==> config.mk <==
export PLATFORM = sky130hd
export DESIGN_NAME = ch0re_ifetch
export DESIGN_NICKNAME = d
export VERILOG_FILES = /design/src/rtl/ch0re_ifetch_pkg.sv /design/src/rtl/ch0re_fetch_fifo.sv /design/src/rtl/ch0re_ifetch.sv
export SDC_FILE = /design/constraint.sdc
export NUM_CORES = 1
export LEC_CHECK = 0
export BUFFER_PORTS_ARGS = -buffer_cell sky130_fd_sc_hd__buf_2
export CAP_MARGIN = 25
export CORE_UTILIZATION = 44
export CTS_CLUSTER_SIZE = 28
export DETAILED_ROUTE_END_ITERATION = 10
export PLACE_DENSITY = 0.69
export SLEW_MARGIN = 20
export SYNTH_ARGS = -nofsm -noshare
export SYNTH_HDL_FRONTEND = slang
export SYNTH_SLANG_ARGS = --single-unit
==> constraint.sdc <==
create_clock -name clk -period 16.8 [get_ports clk]
set_input_delay 3.36 -clock clk [delete_from_list [all_inputs] [get_ports clk]]
set_output_delay 3.36 -clock clk [all_outputs]
set_load 0.02 [all_outputs]
==> src/rtl/ch0re_ifetch_pkg.sv <==
// Shared types for the ch0re instruction fetch stage.
// Holds the fetch FSM encoding, the buffered fetch entry layout and the default NOP word.
package ch0re_types;

  localparam logic [31:0] NOP_INSTR = 32'h0000_0013;  // ADDI x0,x0,0

  typedef enum logic [1:0] {
    IFS_IDLE,
    IFS_RUN,
    IFS_HALT
  } ifetch_state_e;

  typedef struct packed {
    logic [31:0] instr;
    logic [63:0] pc;
  } fetch_entry_t;

endpackage

==> src/rtl/ch0re_fetch_fifo.sv <==
// Small synchronous FIFO for fetched {instr, pc} words.
// Flush empties it in one cycle. The head entry is read straight from the storage registers.
module ch0re_fetch_fifo #(
  parameter int WIDTH = 96,
  parameter int DEPTH = 2
) (
  input  logic                     clk,
  input  logic                     rst,
  input  logic                     flush,
  input  logic                     push,
  input  logic [WIDTH-1:0]         push_data,
  input  logic                     pop,
  output logic [WIDTH-1:0]         head,
  output logic                     empty,
  output logic                     full,
  output logic [$clog2(DEPTH):0]   count
);

  localparam int AW = $clog2(DEPTH);

  logic [WIDTH-1:0] mem [DEPTH];
  logic [AW-1:0]    wr_ptr;
  logic [AW-1:0]    rd_ptr;
  logic [AW:0]      cnt;

  always_ff @(posedge clk or posedge rst) begin
    if (rst) begin
      wr_ptr <= '0;
      rd_ptr <= '0;
      cnt    <= '0;
    end else if (flush) begin
      wr_ptr <= '0;
      rd_ptr <= '0;
      cnt    <= '0;
    end else begin
      // NOTE: non-blocking assignments let every register here sample pre-edge values.
      if (push) wr_ptr <= wr_ptr + AW'(1);
      if (pop)  rd_ptr <= rd_ptr + AW'(1);
      case ({push, pop})
        2'b10:   cnt <= cnt + (AW+1)'(1);
        2'b01:   cnt <= cnt - (AW+1)'(1);
        default: cnt <= cnt;
      endcase
    end
  end

  // NOTE: storage has no reset; the count gates validity, so stale contents are never seen.
  always_ff @(posedge clk) begin
    if (push && !flush) mem[wr_ptr] <= push_data;
  end

  assign head  = mem[rd_ptr];
  assign empty = (cnt == '0);
  assign full  = (cnt == (AW+1)'(DEPTH));
  assign count = cnt;

endmodule

==> src/rtl/ch0re_ifetch.sv <==
// Instruction fetch stage: owns the PC, issues single-outstanding reads over req/gnt/rvalid,
// buffers returned words and hands one {instr, pc} per cycle to decode.
module ch0re_ifetch #(
  parameter logic [63:0] RESET_PC   = 64'h0,
  parameter int          FIFO_DEPTH = 2,
  parameter logic [31:0] NOP_INSTR  = ch0re_types::NOP_INSTR
) (
  input  logic        clk,
  input  logic        rst,
  output logic        o_imem_req,
  output logic [63:0] o_imem_addr,
  input  logic        i_imem_gnt,
  input  logic        i_imem_rvalid,
  input  logic [31:0] i_imem_rdata,
  input  logic        i_redirect,
  input  logic [63:0] i_redirect_pc,
  input  logic        i_pl_stall,
  output logic        o_valid,
  output logic [31:0] o_instr,
  output logic [63:0] o_pc,
  output logic        o_fetch_misaligned
);

  import ch0re_types::*;

  localparam int CW = $clog2(FIFO_DEPTH) + 1;

  ifetch_state_e state_q, state_d;
  logic [63:0]   fetch_pc;
  logic [63:0]   req_pc;
  logic          outstanding;
  logic          drop;
  logic          misaligned;

  logic [CW-1:0] count;
  logic [CW:0]   credit_used;
  logic          fifo_empty;
  logic          fifo_full;
  logic          fifo_push;
  logic          fifo_pop;
  fetch_entry_t  push_entry;
  fetch_entry_t  head_entry;
  logic          issue;
  logic          fire;
  logic          redirect_bad;

  assign redirect_bad = (i_redirect_pc[1:0] != 2'b00);

  // Buffered words plus the one in flight must fit in the FIFO before a new read goes out.
  assign credit_used = (CW+1)'(count) + (CW+1)'(outstanding);
  assign issue       = (state_q == IFS_RUN) && !outstanding
                    && (credit_used < (CW+1)'(FIFO_DEPTH));
  assign fire        = issue && i_imem_gnt;

  always_comb begin
    // NOTE: default first so every path assigns state_d and no latch is inferred.
    state_d = state_q;
    case (state_q)
      IFS_IDLE: state_d = (i_redirect && redirect_bad) ? IFS_HALT : IFS_RUN;
      IFS_RUN:  if (i_redirect && redirect_bad)  state_d = IFS_HALT;
      IFS_HALT: if (i_redirect && !redirect_bad) state_d = IFS_RUN;
      default:  state_d = IFS_IDLE;
    endcase
  end

  always_ff @(posedge clk or posedge rst) begin
    if (rst) state_q <= IFS_IDLE;
    else     state_q <= state_d;
  end

  always_ff @(posedge clk or posedge rst) begin
    if (rst) begin
      fetch_pc    <= RESET_PC;
      req_pc      <= RESET_PC;
      outstanding <= 1'b0;
      drop        <= 1'b0;
      misaligned  <= 1'b0;
    end else if (i_redirect) begin
      // Anything still owed by memory (including a read granted right now) belongs to the old path.
      fetch_pc    <= i_redirect_pc;
      outstanding <= (outstanding && !i_imem_rvalid) || fire;
      drop        <= (outstanding && !i_imem_rvalid) || fire;
      misaligned  <= redirect_bad;
    end else begin
      if (i_imem_rvalid) begin
        outstanding <= 1'b0;
        drop        <= 1'b0;
      end
      if (fire) begin
        fetch_pc    <= fetch_pc + 64'd4;
        req_pc      <= fetch_pc;
        outstanding <= 1'b1;
      end
    end
  end

  assign push_entry = '{instr: i_imem_rdata, pc: req_pc};
  assign fifo_push  = i_imem_rvalid && !drop && !i_redirect;
  assign fifo_pop   = !fifo_empty && !i_pl_stall;

  ch0re_fetch_fifo #(
    .WIDTH ($bits(fetch_entry_t)),
    .DEPTH (FIFO_DEPTH)
  ) u_fifo (
    .clk       (clk),
    .rst       (rst),
    .flush     (i_redirect),
    .push      (fifo_push),
    .push_data (push_entry),
    .pop       (fifo_pop),
    .head      (head_entry),
    .empty     (fifo_empty),
    .full      (fifo_full),
    .count     (count)
  );

  assign o_imem_req         = issue;
  assign o_imem_addr        = {fetch_pc[63:2], 2'b00};
  assign o_valid            = !fifo_empty;
  assign o_instr            = fifo_empty ? NOP_INSTR : head_entry.instr;
  assign o_pc               = fifo_empty ? fetch_pc  : head_entry.pc;
  assign o_fetch_misaligned = misaligned;

  logic unused_ok;
  assign unused_ok = fifo_full;

endmodule

# Word-level counts from Yosys, hierarchy flattened
# Memory sizes are Yosys's and may differ from the RTL's.
# Cells that the tools add are included.
[word_totals]
register_bits = 137
latchBits = 0
mem_bits_rw = 192
romBits = 0
in_bits = 102
elab_cells = 73
n_memories = 1
[mem_list]
columns = ["memory", "depth", "width", "read_ports", "rd_ports_with_merged_regs", "wr", "line", "text"]
rows = [
  ["u_fifo.mem", 2, 96, 1, 0, 1, "ch0re_fetch_fifo.sv:21", "logic [WIDTH-1:0] mem [DEPTH];"],
]
[classes]
addsub = 6
n_mul = 0
div_mod_pow = 0
magnitude_cmp = 1
eq_ne = 6
n_shift = 0
n_mux = 20
bitwise = 1
reduce_logical = 29
[op_table]
columns = ["cell", "n"]
rows = [
  ["2-to-1 mux 64 bit", 3],
  ["adder 64 x 3 -> 64 bit, second input constant", 1],
  ["2-to-1 mux 32 bit", 1],
  ["logical AND 1 bit", 10],
  ["2-to-1 mux 1 bit", 10],
  ["nonzero test 2 bit", 5],
  ["2-to-1 mux 2 bit", 4],
  ["logical NOT 1 bit", 7],
  ["case mux 2 bit (3 select lines)", 1],
  ["nonzero test 3 bit", 2],
  ["equality test 2 x 1 -> 1 bit, second input constant", 2],
  ["equality test 2 bit, second input constant", 2],
  ["logical NOT 2 bit", 2],
  ["case mux 2 bit (2 select lines)", 1],
  ["AND reduction 2 bit", 2],
  ["adder 2 x 1 -> 3 bit", 1],
  ["< comparator 3 x 2 -> 1 bit, second input constant", 1],
  ["adder 1 bit, second input constant", 2],
  ["adder 2 x 1 -> 2 bit, second input constant", 1],
  ["!= test 2 x 1 -> 1 bit, second input constant", 1],
  ["!= test 2 bit, second input constant", 1],
  ["subtractor 2 x 1 -> 2 bit, second input constant", 1],
  ["logical OR 1 bit", 1],
  ["inverter 1 bit", 1],
]

# Longest topological paths before layout
# Gate-level depths: netlist of the first run.
[depth]
depth_word = 6
depth_mapped = 8
depth_no_buf = 7

# Hierarchy
# A second synthesis of the first run with hierarchy kept.
[hier_totals]
hier_cells = 1107
hier_area_um2 = 15149.5
[by_module_without_submodules]
columns = ["mod", "n_inst", "cells_per_inst", "area_each_um2", "seq_area_each_um2"]
rows = [
  ["ch0re_ifetch", 1, 786, 7891.3, 3328.2],
  ["ch0re_fetch_fifo", 1, 321, 7258.2, 5865.6],
]

# Worst setup path before layout of the first run
# Ideal clock, no wire load.
[synth_path]
kind = "in2reg"
startpoint = "input port i_redirect"
endpoint = "memory u_fifo.mem[0][0], enable pin"
setup_time_ns = 0.669
arrival_ns = 10.306
t_required_ns = 16.131
slack_ns = 5.825
cell_stages = 3
n_path_buf = 2
path_cell_list = "clkbuf_1 buf_1 nor3_1"
[synth_via]
elab_chain_len = 5
[synth_rtl]
columns = ["element", "line", "text"]
rows = [
  ["start: declaration", "ch0re_ifetch.sv:15", "input logic i_redirect,"],
  ["logical NOT 1 bit (*)", "ch0re_fetch_fifo.sv:49, ch0re_ifetch.sv:98", ""],
  ["logical AND 1 bit", "ch0re_ifetch.sv:98", "assign fifo_push = i_imem_rvalid && !drop && !i_redirect;"],
  ["logical AND 1 bit (*)", "ch0re_fetch_fifo.sv:49", "if (push && !flush) mem[wr_ptr] <= push_data;"],
  ["2-to-1 mux 1 bit (*)", "ch0re_fetch_fifo.sv:49", ""],
  ["2-to-1 mux 1 bit (implied by the code) (*)", "ch0re_fetch_fifo.sv:49", ""],
  ["end: declaration", "ch0re_fetch_fifo.sv:21", ""],
]
# Mark *: on every way between the ends. The rest lies on a longest branch, timed or not.

# Worst setup path in the final report of the first run
[layout_path]
startpoint = "register u_fifo.rd_ptr"
endpoint = "output port o_pc[12]"
[layout_via]
elab_chain_len = 2
[layout_rtl]
columns = ["element", "line", "text"]
rows = [
  ["start: declaration", "ch0re_fetch_fifo.sv:23", "logic [AW-1:0] rd_ptr;"],
  ["start signal: assignment", "ch0re_fetch_fifo.sv:38", "if (pop) rd_ptr <= rd_ptr + AW'(1);"],
  ["memory read (2 x 96 bit)", "n/a", ""],
  ["2-to-1 mux 64 bit", "ch0re_ifetch.sv:121", "assign o_pc = fifo_empty ? fetch_pc : head_entry.pc;"],
  ["end: declaration", "ch0re_ifetch.sv:20", "output logic [63:0] o_pc,"],
]
# No other way between the ends.

==> impl_metrics.env, run 1 <==
export IMPL_status="finished, final reports clean"
export IMPL_track_usage_pct=20.2
export IMPL_synth_top_family_by_area="multiplexers"
export IMPL_place_inst=1760
export IMPL_antenna_found_initial=2
export IMPL_post_synth_num_cell_types=49
export IMPL_synth_yosys_seq_area_share_pct=63.4
export IMPL_power_share_clock_pct=33.9
export IMPL_htree_levels=2
export IMPL_antenna_left=0
export IMPL_p_sw_uw=614
export IMPL_peakVddDrop_v=0.0000829
export IMPL_critPathCaptureType="output port"
export IMPL_clock_skew_ns=0.0145
export IMPL_final_cells=1828
export IMPL_area_growth_pct=17.0
export IMPL_combPwrFrac_pct=15.4
export IMPL_worstSkewPairLatency_ns=0.51
export IMPL_maxSlewViolCount=0
export IMPL_path_clk_slew_ns=0.06
export IMPL_drcViolationCount=0
export IMPL_hp_class="reg2reg"
export IMPL_synth_area_leader_cell="edfxtp_1"
export IMPL_nFillCells=2827
export IMPL_clockBufferDepth=3
export IMPL_r2r_end="fetch_pc[58]"
export IMPL_drtIter0Drc=823
export IMPL_crit_type="reg2out"
export IMPL_power_uw=2250
export IMPL_netlist_top_cells_area="edfxtp_1, dfrtp_1, mux2i_1"
export IMPL_num_vias=9577
export IMPL_startpoint="u_fifo.rd_ptr"
export IMPL_drive_gt1_share_pct=29.3
export IMPL_avgSynthCellArea_um2=12.4
export IMPL_async_flop_share_pct=41.6
export IMPL_fmax_ghz=0.157
export IMPL_die_x_um=184
export IMPL_hold_violations=0
export IMPL_synth_flop_cell="edfxtp_1"
export IMPL_slew_limit_headroom_pct=32.8
export IMPL_worstSetupStartpointType="register"
export IMPL_timing_rr_start="u_fifo.count[1]"
export IMPL_min_period_over_period_pct=37.9
export IMPL_worstRegToRegCells=7
export IMPL_pin_count=265
export IMPL_dp_hpwl_um=22500
export IMPL_yosys_mux_area_fraction_pct=11.7
export IMPL_grt_first_pass_wirelength_um=52600
export IMPL_die_area_mm2=0.0337
export IMPL_via_per_inst=5.24
export IMPL_crit_fanout=57
export IMPL_drv_cap=0
export IMPL_synthCells=1170
export IMPL_internal_power_uw=1630
export IMPL_fp_row_count=66
export IMPL_layout_setup_ws_ns=10.44
export IMPL_synth_compound_area_share_pct=5.39
export IMPL_final_nets=1460
export IMPL_cts_root_buffer="clkbuf_16"
export IMPL_io_buffer_count=262
export IMPL_grt_max_degree=87
export IMPL_p_leak_uw=0.00667
export IMPL_slowest_stage="dfrtp_4"
export IMPL_cts_resized=0
export IMPL_start_util_pct=44.7
export IMPL_critPathMaxStageDelay_ns=0.90
export IMPL_crit_chain="buf_4 -> mux2i_1 -> o21ai_0 -> buf_2"
export IMPL_routedWlPerCell_um=18.7
export IMPL_critPathBufInv=2
export IMPL_cts_made_buffers=36
export IMPL_cts_tree="built"
export IMPL_wirelength_um=34200
export IMPL_switching_share_pct=27.3
export IMPL_rsz0062_at_grt="no"
export IMPL_design_core_area_mm2=0.0325
export IMPL_cts_setup_buffers=0
export IMPL_setup_viol=0
export IMPL_ys_warn_count=0
export IMPL_worst_slew_pin_slew_ns=1.01
export IMPL_drtPass1Iterations=5
export IMPL_hold_start="req_pc[0]"
export IMPL_synthAdderAreaFrac_pct=0.0863
export IMPL_yosys_area_share_simple_pct=10.7
export IMPL_holdBufCountCts=0
export IMPL_powerDensity_mw_per_mm2=133
export IMPL_setup_tns_ns=0
export IMPL_p_seq_share_pct=50.7
export IMPL_min_to="u_fifo.mem[0][0]"
export IMPL_synth_top_cell_area_share_pct=39.8
export IMPL_grt_overflow=0
export IMPL_critPathRequiredTime_ns=13.44
export IMPL_synth_xor_area_share_pct=3.26
export IMPL_whs_path_depth=0
export IMPL_critical_path_top_delay_family="buffers and inverters"
export IMPL_worstPathArrival_ns=3.00
export IMPL_r2r_slack_ns=13.41
export IMPL_yosys_register_bits=329
export IMPL_synthesis_area_mm2=0.0145
export IMPL_die_h_um=184
export IMPL_fin_crit_ns=6.36
export IMPL_gp_routability_congestion=0.823
export IMPL_dpl_worst_slack_ns=10.84
export IMPL_synth_edf_count=192
export IMPL_grt_pass1_vias=9447
export IMPL_clkSinkCount=329
-- worst reg2reg max path, stage by stage, from the launching register on --
cell and delay, ns:
dfrtp_1 0.45, nor4b_2 0.53, and2_1 0.21, buf_4 0.29, nand3_1 0.52, or3_1 0.69, o31a_1 0.33, o31a_1 0.27
-- logic make-up (layout without fill, tap and decap cells) --
family,after synthesis,in the layout
other,1,3
adders and majority gates,1,1
DFF,329,329
muxes,162,162
xor gates and xnor gates,54,54
and+or+nand+nor,336,336
buffers and inverters,140,354
AOI/OAI and AO/OA,147,147
-- area by class of cell --
class                           count  area (um2)  area share, %
Clock inverter                     19         164          0.967
Inverter                           14        57.6          0.340
Antenna cell                        1        2.50         0.0148
Sequential cell                   329        9200           54.3
Clock buffer                       47         993           5.86
Multi-Input combinational cell    702        4560           26.9
Timing Repair Buffer              274        1430           8.42
Tap cell                          442         553           3.26
-- synth_stat cells (3+ instances only) --
| cell | count |
|---|---|
| a21oi_1 | 5 |
| a31oi_1 | 3 |
| and3_1 | 8 |
| and4_1 | 4 |
| buf_1 | 8 |
| buf_2 | 4 |
| buf_4 | 64 |
| clkbuf_1 | 48 |
| dfrtp_1 | 137 |
| edfxtp_1 | 192 |
| inv_1 | 13 |
| mux2_2 | 64 |
| mux2i_1 | 98 |
| nand2_1 | 149 |
| nand2b_1 | 3 |
| nand3_1 | 35 |
| nand4_1 | 22 |
| nor2_1 | 62 |
| nor3_1 | 21 |
| nor4_1 | 10 |
| o21ai_0 | 126 |
| o31a_1 | 3 |
| or3_1 | 7 |
| xnor2_1 | 35 |
| xor2_1 | 19 |
-- metal layers --
layer	track usage [%]	wire length [um]	share of wire, %
met5	0	13	0.038
met4	4.83	577	1.7
met3	3.51	2190	6.4
met2	32.3	15700	46
met1	28.7	15700	46
-- worst max path at each step --
stage / depth (start not counted) / endpoint
finish: 4 / o_pc[12]
global route: 4 / o_pc[1]
global placement: 4 / u_fifo.mem[1][58]
CTS: 4 / o_pc[12]
detailed placement: 4 / u_fifo.mem[1][66]
floorplan: 3 / u_fifo.mem[0][0]
-- power groups by stage --
stage	clock network (uW)	registers (uW)	logic, uW
CTS	777	1140	351
global placement	0	1140	341
detailed placement	0	1150	349
global route	808	1160	380
floorplan	0	1120	274
finish	761	1140	347
-- cells in the final DEF, fill, tap and decap left out, types with 19 or more instances in the layout --
master / Yosys / layout
dfrtp_1: 137 / 136
nand3_1: 35 / 35
mux2i_1: 98 / 98
nand2_1: 149 / 148
xnor2_1: 35 / 35
nand4_1: 22 / 22
buf_2: 4 / 261
nor3_1: 21 / 20
o21ai_0: 126 / 126
edfxtp_1: 192 / 192
clkbuf_16: 0 / 37
mux2_2: 64 / 64
nor2_1: 62 / 61
xor2_1: 19 / 19
-- state kept, by name (all words and copies together), names as in the netlist --
name                count
fetch_pc               64
drop                    1
u_fifo.count            2
outstanding             1
req_pc                 64
state_q                 2
u_fifo.mem            192
u_fifo.wr_ptr           1
o_fetch_misaligned      1
u_fifo.rd_ptr           1
-- stage by stage --
| step | util (%) | instance area (um2) | hold WS, ns |
|---|---|---|---|
| after floorplan | - | 14500 | 0.437 |
| after global placement | 48.6 | 15800 | 0.440 |
| after detailed placement | 48.6 | 15800 | 0.451 |
| after CTS | 52.1 | 16900 | 0.465 |
| after global routing | 52.2 | 17000 | 0.471 |
| final | 52.2 | 17000 | 0.462 |
Power figures use the tool's default switching activity.
==> run 2, diff against run 1 <==
- clock period: 16.8 -> 6.3 ns (I/O delays scaled with it)
==> run 2 against run 1 <==
Net effect: routed wire length increased by 1.9%; critical path type unchanged; critical endpoint is now o_pc[4]; flip-flop and latch count unchanged; highest routed layer unchanged; first-iteration DRC count decreased by 15%; total power increased to 2.7 times the previous value; clock power increased to 2.7 times the previous value; critical path depth unchanged; final cell count decreased by 0.16%; largest cell class unchanged; design area increased by 0.22%.
==> impl_metrics.env, run 2 (synthesized netlist as in run 1, its figures left out) <==
export IMPL_path_clk_slew_ns=0.06
export IMPL_final_cell_mix="buf_2, edfxtp_1, nand2_1, dfrtp_1, o21ai_0"
export IMPL_dp_hpwl_um=22700
export IMPL_crit_type="reg2out"
export IMPL_final_common_cell="buf_2"
export IMPL_crit_fanout=40
export IMPL_p_leak_uw=0.00668
export IMPL_min_period_over_period_pct=63.8
export IMPL_clockBufferDepth=3
export IMPL_antenna_found_initial=3
export IMPL_hold_violations=0
export IMPL_design_core_area_mm2=0.0325
export IMPL_drtIter0Drc=702
export IMPL_cts_setup_buffers=0
export IMPL_grt_first_pass_wirelength_um=53700
export IMPL_die_x_um=184
export IMPL_place_inst=1760
export IMPL_area_growth_pct=17.2
export IMPL_slew_limit_headroom_pct=30.6
export IMPL_start_util_pct=44.7
export IMPL_hold_slack_ns=0.462
export IMPL_io_buffer_count=262
export IMPL_holdBufCountCts=0
export IMPL_fin_crit_ns=4.02
export IMPL_critical_path_top_delay_family="buffers and inverters"
export IMPL_worstSetupStartpointType="register"
export IMPL_clock_skew_ns=0.0108
export IMPL_final_nets=1460
export IMPL_n_antenna_cell=0
export IMPL_p_sw_uw=1640
export IMPL_cts_made_buffers=36
export IMPL_worstPathArrival_ns=2.76
export IMPL_cts_tree="built"
export IMPL_drv_cap=0
export IMPL_via_per_inst=5.23
export IMPL_grt_max_degree=88
export IMPL_hp_class="reg2reg"
export IMPL_internal_power_uw=4410
export IMPL_maxSlewViolCount=0
export IMPL_worst_slew_pin_slew_ns=1.04
export IMPL_htree_levels=2
export IMPL_die_area_mm2=0.0337
export IMPL_fmax_ghz=0.249
export IMPL_peakVddDrop_v=0.000158
export IMPL_crit_chain="buf_4 -> mux2i_1 -> o21ai_0 -> buf_2"
export IMPL_antenna_left=0
export IMPL_fp_row_count=66
export IMPL_gp_routability_congestion=0.820
export IMPL_status="finished, final reports clean"
export IMPL_pin_count=265
export IMPL_routedWlPerCell_um=19.1
export IMPL_cts_root_buffer="clkbuf_16"
export IMPL_wirelength_um=34900
export IMPL_critPathRequiredTime_ns=5.04
export IMPL_powerDensity_mw_per_mm2=356
export IMPL_critPathMaxStageDelay_ns=0.90
export IMPL_final_cells=1825
export IMPL_die_h_um=184
export IMPL_drcViolationCount=0
export IMPL_grt_pass1_vias=9361
export IMPL_setup_viol=0
export IMPL_power_share_clock_pct=34.5
export IMPL_grt_overflow=0
export IMPL_drive_gt1_share_pct=29.0
export IMPL_largestRegisters="u_fifo.mem (192), fetch_pc (64), req_pc (64)"
export IMPL_drtPass1Iterations=8
export IMPL_combPwrFrac_pct=15.4
export IMPL_critPathCaptureType="output port"
export IMPL_switching_share_pct=27.1
export IMPL_setup_tns_ns=0
export IMPL_worstSkewPairLatency_ns=0.51
export IMPL_largest_reg_flops=192
export IMPL_p_seq_share_pct=50.1
export IMPL_rsz0062_at_grt="no"
export IMPL_regMostFlops="u_fifo.mem"
export IMPL_cts_resized=0
export IMPL_critPathBufInv=2
export IMPL_nFillCells=2803
export IMPL_track_usage_pct=20.8
export IMPL_slowest_stage="dfrtp_4"
export IMPL_num_vias=9553
export IMPL_clkSinkCount=329
-- run 2: path summary, 6_finish.rpt --
kind / end / from / cells after the start / slack, ns
max: o_pc[4] / u_fifo.rd_ptr / 4 / 2.28
min: u_fifo.mem[0][43] / req_pc[43] / 0 / 0.46
max reg2reg: fetch_pc[60] / u_fifo.count[1] / 6 / 2.78
min reg2reg: u_fifo.mem[0][43] / req_pc[43] / 0 / 0.46
max in group asynchronous: fetch_pc[58] / rst / 3 / 4.14
min in group asynchronous: fetch_pc[23] / rst / 2 / 0.93
-- run 2: area by class of cell --
class	instances	area, um2	area share [%]
sequential	329	9200	54.1
multi-input combinational	702	4560	26.9
timing repair buffer	274	1440	8.50
clock buffer	44	972	5.72
tap	442	553	3.26
clock inverter	20	203	1.19
inverter	14	57.6	0.339
-- run 2: through the flow --
| stage | utilization [%] | cell area (um2) | worst slack [ns] | power [uW] |
|---|---|---|---|---|
| floorplan | - | 14500 | 0.373 | 3700 |
| global placement | 48.6 | 15800 | 2.28 | 3950 |
| detailed placement | 48.6 | 15800 | 2.24 | 4010 |
| CTS | 52.3 | 17000 | 2.23 | 6110 |
| global route | 52.4 | 17000 | 2.16 | 6330 |
| finish | 52.4 | 17000 | 2.28 | 6060 |
-- run 2: routing by layer --
metal	track usage [%]	vias to the layer above	wire length (um)
met3	4.18	60	2360
met2	33.4	345	16200
met1	28.5	4655	15500
li1	-	4487	-
met4	6.37	6	809
met5	0	-	34
-- run 2: power groups by stage --
stage | Sequential, uW | Combinational [uW] | Clock, uW
CTS | 3030 | 946 | 2140
global route | 3080 | 1030 | 2230
global placement | 3030 | 918 | 0
floorplan | 2970 | 731 | 0
finish | 3030 | 935 | 2090
detailed placement | 3070 | 941 | 0
